<file path="config.mk">
export PLATFORM = sky130hd
export DESIGN_NAME = bp_me_trace_replay_mc_flat
export DESIGN_NICKNAME = d
export VERILOG_FILES = /design/src/rtl/bp_me_trace_pkg.sv /design/src/rtl/bp_me_trace_replay_mc_if.sv /design/src/rtl/bp_me_trace_replay_chan.sv /design/src/rtl/bp_me_trace_replay_mc.sv /design/src/flat_wrapper.sv
export SDC_FILE = /design/constraint.sdc
export NUM_CORES = 1
export LEC_CHECK = 0
export ABC_AREA = 1
export BUFFER_PORTS_ARGS = -buffer_cell sky130_fd_sc_hd__buf_2
export CAP_MARGIN = 10
export CORE_AREA = 2 2 342 344
export CTS_CLUSTER_SIZE = 24
export DETAILED_ROUTE_END_ITERATION = 7
export DIE_AREA = 0 0 344 346
export SYNTH_ARGS = -nofsm -noshare
export SYNTH_HDL_FRONTEND = slang
export SYNTH_SLANG_ARGS = --single-unit
</file>
<file path="constraint.sdc">
create_clock -name clk_i -period 2 [get_ports clk_i]
set_clock_uncertainty 0.05 [all_clocks]
set_input_delay 0.4 -clock clk_i [delete_from_list [all_inputs] [get_ports clk_i]]
set_output_delay 0.4 -clock clk_i [all_outputs]
set_load 0.05 [all_outputs]
</file>
<file path="src/rtl/bp_me_trace_pkg.sv">
// rtl/bp_me_trace_pkg.sv - shared opcode/state types and ROM entry struct macro for trace replay
`define BP_ME_TRACE_ENTRY_S(width_mp) typedef struct packed { bp_me_trace_pkg::bp_me_trace_op_e opcode; logic [width_mp-1:0] payload; } bp_me_trace_entry_s

package bp_me_trace_pkg;

    // Width of the WAIT cycle count carried in payload[31:0]
    localparam int wait_width_gp = 32;

    typedef enum logic [3:0] {
        e_op_nop        = 4'd0,
        e_op_send       = 4'd1,
        e_op_recv       = 4'd2,
        e_op_done       = 4'd3,
        e_op_wait       = 4'd4,
        e_op_finish_all = 4'd5
    } bp_me_trace_op_e;

    typedef enum logic [2:0] {
        e_reset,
        e_exec,
        e_wait,
        e_done,
        e_error
    } bp_me_trace_state_e;

endpackage

</file>
<file path="src/rtl/bp_me_trace_replay_mc_if.sv">
// rtl/bp_me_trace_replay_mc_if.sv - per-channel packet/response link between replay master and DUT
interface bp_me_trace_replay_mc_if #(
    parameter int num_channels_p = 2,
    parameter int ring_width_p   = 128
);
    // Names are from the master's point of view
    logic [num_channels_p-1:0]              v_o;
    logic [num_channels_p*ring_width_p-1:0] data_o;
    logic [num_channels_p-1:0]              yumi_i;
    logic [num_channels_p-1:0]              v_i;
    logic [num_channels_p*ring_width_p-1:0] data_i;
    logic [num_channels_p-1:0]              ready_o;

    modport master (output v_o, data_o, ready_o, input yumi_i, v_i, data_i);
    modport slave  (input v_o, data_o, ready_o, output yumi_i, v_i, data_i);
endinterface

</file>
<file path="src/rtl/bp_me_trace_replay_chan.sv">
// rtl/bp_me_trace_replay_chan.sv - single trace channel: PC, WAIT counter, watchdog and FSM
module bp_me_trace_replay_chan
    import bp_me_trace_pkg::*;
#(
    parameter int ring_width_p     = 128,
    parameter int rom_addr_width_p = 20,
    parameter int timeout_p        = 100000
) (
    input  logic                        clk_i,
    input  logic                        reset_i,
    input  logic                        en_i,
    output logic [rom_addr_width_p-1:0] rom_addr_o,
    input  logic [4+ring_width_p-1:0]   rom_data_i,
    output logic                        v_o,
    output logic [ring_width_p-1:0]     data_o,
    input  logic                        yumi_i,
    input  logic                        v_i,
    input  logic [ring_width_p-1:0]     data_i,
    output logic                        ready_o,
    output logic                        done_o,
    output logic                        error_o,
    output logic                        timeout_o
);
    `BP_ME_TRACE_ENTRY_S(ring_width_p);

    localparam int wd_width_lp = $clog2(timeout_p + 1);

    bp_me_trace_entry_s          entry;
    bp_me_trace_state_e          state_q;
    logic [rom_addr_width_p-1:0] pc_q;
    logic [wait_width_gp-1:0]    wait_cnt_q;
    logic [wd_width_lp-1:0]      wd_q;
    logic                        timeout_q;
    logic [wait_width_gp-1:0]    wait_len;
    logic                        active;
    logic                        retire, fault, wait_start, halt;

    assign entry    = rom_data_i;
    assign wait_len = entry.payload[wait_width_gp-1:0];

    // Handshakes only exist in EXEC while enabled; reset kills them in the same cycle
    assign active  = en_i & ~reset_i & (state_q == e_exec);
    assign v_o     = active & (entry.opcode == e_op_send);
    assign ready_o = active & (entry.opcode == e_op_recv);
    assign data_o  = v_o ? entry.payload : '0;

    assign rom_addr_o = pc_q;
    assign done_o     = (state_q == e_done);
    assign error_o    = (state_q == e_error);
    assign timeout_o  = timeout_q;

    // Decode what the current entry does this cycle
    always_comb begin
        retire     = 1'b0;
        fault      = 1'b0;
        wait_start = 1'b0;
        halt       = 1'b0;
        if (state_q == e_exec) begin
            case (entry.opcode)
                e_op_nop:  retire = 1'b1;
                e_op_send: retire = yumi_i;
                e_op_recv: begin
                    retire = v_i & (data_i == entry.payload);
                    fault  = v_i & (data_i != entry.payload);
                end
                e_op_wait: begin
                    retire     = (wait_len == '0);
                    wait_start = (wait_len != '0);
                end
                e_op_done, e_op_finish_all: halt = 1'b1;
                default: fault = 1'b1;
            endcase
        end else if (state_q == e_wait) begin
            retire = (wait_cnt_q == wait_width_gp'(1));
        end
    end

    // Channel FSM; retire is checked before the watchdog so it wins a tie
    always_ff @(posedge clk_i) begin
        if (reset_i) begin
            state_q    <= e_reset;
            pc_q       <= '0;
            wait_cnt_q <= '0;
            wd_q       <= '0;
            timeout_q  <= 1'b0;
        end else if (en_i) begin
            case (state_q)
                e_reset: state_q <= e_exec;
                e_exec, e_wait: begin
                    if (retire) begin
                        wd_q <= '0;
                        if (&pc_q) begin
                            state_q <= e_error;
                        end else begin
                            pc_q    <= pc_q + rom_addr_width_p'(1);
                            state_q <= e_exec;
                        end
                    end else if (fault) begin
                        state_q <= e_error;
                    end else if (wait_start) begin
                        state_q    <= e_wait;
                        wait_cnt_q <= wait_len;
                        wd_q       <= '0;
                    end else if (state_q == e_wait) begin
                        wait_cnt_q <= wait_cnt_q - wait_width_gp'(1);
                        wd_q       <= '0;
                    end else if (halt) begin
                        state_q <= e_done;
                    end else if (wd_q == wd_width_lp'(timeout_p - 1)) begin
                        state_q   <= e_error;
                        timeout_q <= 1'b1;
                    end else begin
                        wd_q <= wd_q + wd_width_lp'(1);
                    end
                end
                default: state_q <= state_q;
            endcase
        end
    end

endmodule

</file>
<file path="src/rtl/bp_me_trace_replay_mc.sv">
// rtl/bp_me_trace_replay_mc.sv - multi-channel trace replay master with done/error summary and cycle counter
module bp_me_trace_replay_mc
    import bp_me_trace_pkg::*;
#(
    parameter int num_channels_p    = 2,
    parameter int ring_width_p      = 128,
    parameter int rom_addr_width_p  = 20,
    parameter int timeout_p         = 100000,
    parameter int cycle_cnt_width_p = 32,
    localparam int chan_id_width_lp = (num_channels_p > 1) ? $clog2(num_channels_p) : 1
) (
    input  logic                                   clk_i,
    input  logic                                   reset_i,
    input  logic                                   en_i,
    output logic [num_channels_p*rom_addr_width_p-1:0] rom_addr_o,
    input  logic [num_channels_p*(4+ring_width_p)-1:0] rom_data_i,
    bp_me_trace_replay_mc_if.master                link_if,
    output logic [num_channels_p-1:0]              chan_done_o,
    output logic                                   done_o,
    output logic                                   error_o,
    output logic [chan_id_width_lp-1:0]            error_chan_o,
    output logic [num_channels_p-1:0]              timeout_o,
    output logic [cycle_cnt_width_p-1:0]           cycle_cnt_o
);
    logic [num_channels_p-1:0]    chan_err;
    logic [chan_id_width_lp-1:0]  err_idx;
    logic                         done_q, error_q;
    logic [chan_id_width_lp-1:0]  error_chan_q;
    logic [cycle_cnt_width_p-1:0] cycle_cnt_q;

    for (genvar c = 0; c < num_channels_p; c++) begin : g_chan
        bp_me_trace_replay_chan #(
            .ring_width_p     (ring_width_p),
            .rom_addr_width_p (rom_addr_width_p),
            .timeout_p        (timeout_p)
        ) u_chan (
            .clk_i      (clk_i),
            .reset_i    (reset_i),
            .en_i       (en_i),
            .rom_addr_o (rom_addr_o[c*rom_addr_width_p +: rom_addr_width_p]),
            .rom_data_i (rom_data_i[c*(4+ring_width_p) +: (4+ring_width_p)]),
            .v_o        (link_if.v_o[c]),
            .data_o     (link_if.data_o[c*ring_width_p +: ring_width_p]),
            .yumi_i     (link_if.yumi_i[c]),
            .v_i        (link_if.v_i[c]),
            .data_i     (link_if.data_i[c*ring_width_p +: ring_width_p]),
            .ready_o    (link_if.ready_o[c]),
            .done_o     (chan_done_o[c]),
            .error_o    (chan_err[c]),
            .timeout_o  (timeout_o[c])
        );
    end

    // Lowest-index channel in error; 0 when nothing has failed
    always_comb begin
        err_idx = '0;
        for (int c = num_channels_p - 1; c >= 0; c--) begin
            if (chan_err[c]) err_idx = chan_id_width_lp'(c);
        end
    end

    // Registered summary so the bench sees a clean, glitch-free finish condition
    always_ff @(posedge clk_i) begin
        if (reset_i) begin
            done_q       <= 1'b0;
            error_q      <= 1'b0;
            error_chan_q <= '0;
        end else begin
            done_q       <= (&chan_done_o) & ~(|chan_err);
            error_q      <= |chan_err;
            error_chan_q <= err_idx;
        end
    end

    // Free-running saturating cycle counter, independent of en_i
    always_ff @(posedge clk_i) begin
        if (reset_i) begin
            cycle_cnt_q <= '0;
        end else if (~&cycle_cnt_q) begin
            cycle_cnt_q <= cycle_cnt_q + cycle_cnt_width_p'(1);
        end
    end

    assign done_o       = done_q;
    assign error_o      = error_q;
    assign error_chan_o = error_chan_q;
    assign cycle_cnt_o  = cycle_cnt_q;

endmodule

</file>
<file path="src/flat_wrapper.sv">
// flat-port wrapper written by rule: the top's interface ports become plain ports
module bp_me_trace_replay_mc_flat import bp_me_trace_pkg::*;
#(
    parameter int num_channels_p    = 2,
    parameter int ring_width_p      = 128,
    parameter int rom_addr_width_p  = 20,
    parameter int timeout_p         = 100000,
    parameter int cycle_cnt_width_p = 32,
    localparam int chan_id_width_lp = (num_channels_p > 1) ? $clog2(num_channels_p) : 1
)
  (clk_i, reset_i, en_i, rom_addr_o, rom_data_i, chan_done_o, done_o, error_o, error_chan_o, timeout_o, cycle_cnt_o, link_if_v_o, link_if_data_o, link_if_ready_o, link_if_yumi_i, link_if_v_i, link_if_data_i);
  bp_me_trace_replay_mc_if #(.num_channels_p(num_channels_p), .ring_width_p(ring_width_p)) link_if_i ();
  input  logic clk_i;
  input  logic reset_i;
  input  logic en_i;
  output logic [num_channels_p*rom_addr_width_p-1:0] rom_addr_o;
  input  logic [num_channels_p*(4+ring_width_p)-1:0] rom_data_i;
  output logic [num_channels_p-1:0] chan_done_o;
  output logic done_o;
  output logic error_o;
  output logic [chan_id_width_lp-1:0] error_chan_o;
  output logic [num_channels_p-1:0] timeout_o;
  output logic [cycle_cnt_width_p-1:0] cycle_cnt_o;
  output wire logic [$bits(link_if_i.v_o)-1:0] link_if_v_o;
  output wire logic [$bits(link_if_i.data_o)-1:0] link_if_data_o;
  output wire logic [$bits(link_if_i.ready_o)-1:0] link_if_ready_o;
  input wire logic [$bits(link_if_i.yumi_i)-1:0] link_if_yumi_i;
  input wire logic [$bits(link_if_i.v_i)-1:0] link_if_v_i;
  input wire logic [$bits(link_if_i.data_i)-1:0] link_if_data_i;
  assign link_if_v_o = link_if_i.v_o;
  assign link_if_data_o = link_if_i.data_o;
  assign link_if_ready_o = link_if_i.ready_o;
  assign link_if_i.yumi_i = link_if_yumi_i;
  assign link_if_i.v_i = link_if_v_i;
  assign link_if_i.data_i = link_if_data_i;
  bp_me_trace_replay_mc #(.num_channels_p(num_channels_p), .ring_width_p(ring_width_p), .rom_addr_width_p(rom_addr_width_p), .timeout_p(timeout_p), .cycle_cnt_width_p(cycle_cnt_width_p)) u_core (.clk_i(clk_i), .reset_i(reset_i), .en_i(en_i), .rom_addr_o(rom_addr_o), .rom_data_i(rom_data_i), .link_if(link_if_i), .chan_done_o(chan_done_o), .done_o(done_o), .error_o(error_o), .error_chan_o(error_chan_o), .timeout_o(timeout_o), .cycle_cnt_o(cycle_cnt_o));
endmodule
</file>
==> results.sh <==
export IMPL_critPathLaunch="u_core.g_chan[1].u_chan.state_q[1]"
export IMPL_synth_cells=2959
export IMPL_arrival_ns=2.36
export IMPL_synth_area_leader_cell="dfxtp_1"
export IMPL_grt_use_met2_pct=30.9
export IMPL_holdCritPathClass="input port to flop"
export IMPL_drtPass1Iterations=6
export IMPL_cts_max_level=4
export IMPL_clockPowerShare_pct=15.0
export IMPL_cp_cell_sequence="nor3_4 -> inv_2 -> nor3_4 -> inv_2 -> nor3_4 -> buf_12 -> inv_16 -> buf_12 -> buf_16 -> nor2_4 -> buf_12"
export IMPL_fin_tns_setup_ns=-228.43
export IMPL_rr_startpoint="u_core.g_chan[0].u_chan.wait_cnt_q[12]"
export IMPL_die_w_microns=344
export IMPL_path_class="flop to output pin"
export IMPL_dp_slack_ns=-0.953
export IMPL_busiest_layer="met2"
export IMPL_yosysUniqueCellTypes=55
export IMPL_fin_util_pct=29.1
export IMPL_fin_crit_sh_pct=141
export IMPL_syn_avg_cell_area_sq_um=5.74
export IMPL_violations="setup timing"
export IMPL_grt_pass1_wl_microns=162000
export IMPL_status="finished with violations"
export IMPL_core_area_sq_um=115000
export IMPL_setup_ws_ns=-0.811
export IMPL_clock_path_buffers=2
export IMPL_p_total_mw=25.0
export IMPL_syn_num_nets=3495
export IMPL_drc=0
export IMPL_gp_congestion=1.02
export IMPL_netlist_top_cells_area="dfxtp_1, nand2_1, xnor2_1"
export IMPL_pwr_share_comb_pct=66.2
export IMPL_grt_overflow=0
export IMPL_cap_violations=0
export IMPL_place_area_sq_um=30800
export IMPL_fin_crit_ns=2.81
export IMPL_min_from="rom_data_i[7]"
export IMPL_worst_ep_required_time_ns=1.55
export IMPL_critPathBufInv=7
export IMPL_syn_area_sq_um=17000
export IMPL_critical_path_startpoint_type="flop"
export IMPL_dp_cells=5791
export IMPL_synth_common_cells="nand2_1, nor2_1, inv_1, xnor2_1, dfxtp_1"
export IMPL_ant_nets=0
export IMPL_grt_use_met1_pct=25.6
export IMPL_intPower_mw=13.6
export IMPL_slowest_delay_ns=0.34
export IMPL_cts_buffers=17
export IMPL_grt_pass1_vias=22800
export IMPL_tightest_slew_ns=0.505
export IMPL_yosysWarnings=0
export IMPL_antenna_found_initial=78
export IMPL_synth_seq_area_share_pct=21.3
export IMPL_max_freq_mhz=356
export IMPL_die_h_microns=346
export IMPL_synth_most_common_cell="nand2_1"
export IMPL_cts_tree="yes"
export IMPL_synth_edf_count=0
export IMPL_rsz0062_at_grt="true"
export IMPL_wl_microns=117000
export IMPL_synth_top_cell_area_share_pct=21.3
export IMPL_drive_gt1_share_pct=43.0
export IMPL_slowest_stage="dfxtp_2"
export IMPL_switching_share_pct=45.7
export IMPL_wl_per_cell_microns=19.8
export IMPL_worstPathMaxFanout=8
export IMPL_initial_utilization_pct=14.7
export IMPL_netSwitchingPower_mw=11.4
export IMPL_grt_max_degree=57
export IMPL_dp_hpwl_microns=101000
export IMPL_clk_root_buffer_cell="clkbuf_16"
export IMPL_grt_usage_pct=18.9
export IMPL_finish_instance_area_sq_um=33500
export IMPL_report_final_slew_viol_count=0
export IMPL_vias=24000
export IMPL_die_area_sq_um=119000
export IMPL_use_met3_pct=3.04
export IMPL_vias_per_cell=4.07
export IMPL_fin_cells=5880
export IMPL_first_iter_violations=1870
export IMPL_path_clk_slew_ns=0.09
export IMPL_critPathTopFamily="buffers and inverters"
export IMPL_hold_ws_ns=0.352
export IMPL_clock_sinks=181
export IMPL_finalSetupViolCount=414
export IMPL_ys_ff_latch=181
export IMPL_crit_path_end_kind="output pin"
export IMPL_io_pins=866
export IMPL_async_flop_share_pct=0
export IMPL_synth_ff_type="dfxtp_1"
export IMPL_area_delta_synth_final_pct=97.5
export IMPL_ir_drop_v=0.000629
export IMPL_slew_headroom_pct=66.1
export IMPL_p_per_area_nw_per_um2=745
export IMPL_num_rows=125
export IMPL_power_frac_seq_pct=18.8
export IMPL_postCtsHoldBufs=0
export IMPL_io_buffers=865
export IMPL_leakagePower_nw=15.8
export IMPL_hold_violations=0
export IMPL_finalNetCount=4849
export IMPL_clock_latency_ns=0.51
state kept, by name, indices dropped and copies added (netlist names):
| name | flops |
|---|---|
| u_core.cycle_cnt_o | 32 |
| u_core.g_chan.u_chan.rom_addr_o | 40 |
| u_core.g_chan.u_chan.timeout_o | 2 |
| u_core.error_o | 1 |
| u_core.g_chan.u_chan.wait_cnt_q | 64 |
| u_core.g_chan.u_chan.state_q | 6 |
| u_core.done_o | 1 |
| u_core.g_chan.u_chan.wd_q | 34 |
| u_core.error_chan_o | 1 |
metal layers:
metal | vias to the layer above | wire length (microns)
li1 | 11800 | -
met1 | 11000 | 52200
met2 | 915 | 53200
met3 | 182 | 7890
met4 | 12 | 3200
met5 | - | 90
worst min-delay path, delay by kind of cell:
family                 cells  cell delay (ns)
buffers and inverters      2             0.22
AO/OA/AOI/OAI              2             0.23
repair_timing:
action,CTS,global route
buffers inserted,9,0
endpoints found under the setup margin,414,429
gates resized for setup,390,50
cloned,15,3
pin swaps,8,7
cell usage in the layout, fill, tap and decap left out, types with 6 or more instances in the layout:
cell type / count
inv_2: 16
dfxtp_2: 33
o21ai_1: 6
buf_8: 62
nor3_2: 6
dfxtp_4: 8
buf_16: 23
o21a_1: 7
clkbuf_16: 20
buf_2: 604
nor4_1: 15
o21ai_0: 135
buf_6: 102
buf_12: 133
nor3_1: 58
diode_2: 30
xor2_1: 66
nand3b_1: 14
nand2_2: 11
nor2_4: 257
dfxtp_1: 140
buf_4: 503
nand4_1: 50
nor2_2: 16
clkinv_8: 6
xnor2_1: 237
nor2_1: 290
nand3_1: 112
nand2_1: 679
inv_1: 483
or2_2: 6
nand3_2: 6
a21oi_1: 140
ha_1: 6
power groups by stage:
stage	Clock, mW	Combinational, mW	Sequential [mW]
2_1_floorplan	0	9.47	4.90
3_3_place_gp	0	16.2	4.75
3_5_place_dp	0	16.3	4.76
4_1_cts	3.98	16.5	4.68
5_1_grt	4.04	18.5	4.78
6_report	3.74	16.5	4.69
path summary, 6_finish.rpt:
check / slack, ns / cells past startpoint / to
worst max-delay path: -0.81 / 11 / link_if_data_o[232]
worst min-delay path: 0.35 / 4 / u_core.g_chan[0].u_chan.wait_cnt_q[7]
worst max register to register: -0.34 / 13 / u_core.g_chan[0].u_chan.state_q[2]
worst min register to register: 0.41 / 2 / u_core.g_chan[0].u_chan.timeout_o
cell families after synthesis:
| logic type | share of synthesized area, % |
|---|---|
| AO/OA/AOI/OAI | 10.0 |
| XOR/XNOR | 15.6 |
| adder cells (fa/ha/maj) | 0.663 |
| buffers and inverters | 14.1 |
| flip-flops | 21.3 |
| AND/OR/NAND/NOR | 38.2 |
final cells by class:
type	count	area [sq um]
Fill cell	12600	81900
Multi-Input combinational cell	2173	13000
Timing Repair Buffer	1430	12200
Sequential cell	181	3690
Inverter	508	1960
Tap cell	1524	1910
Clock buffer	17	425
Clock inverter	15	194
Antenna cell	30	75.1
Timing Repair inverter	2	28.8
(Power assumes the default switching activity.)
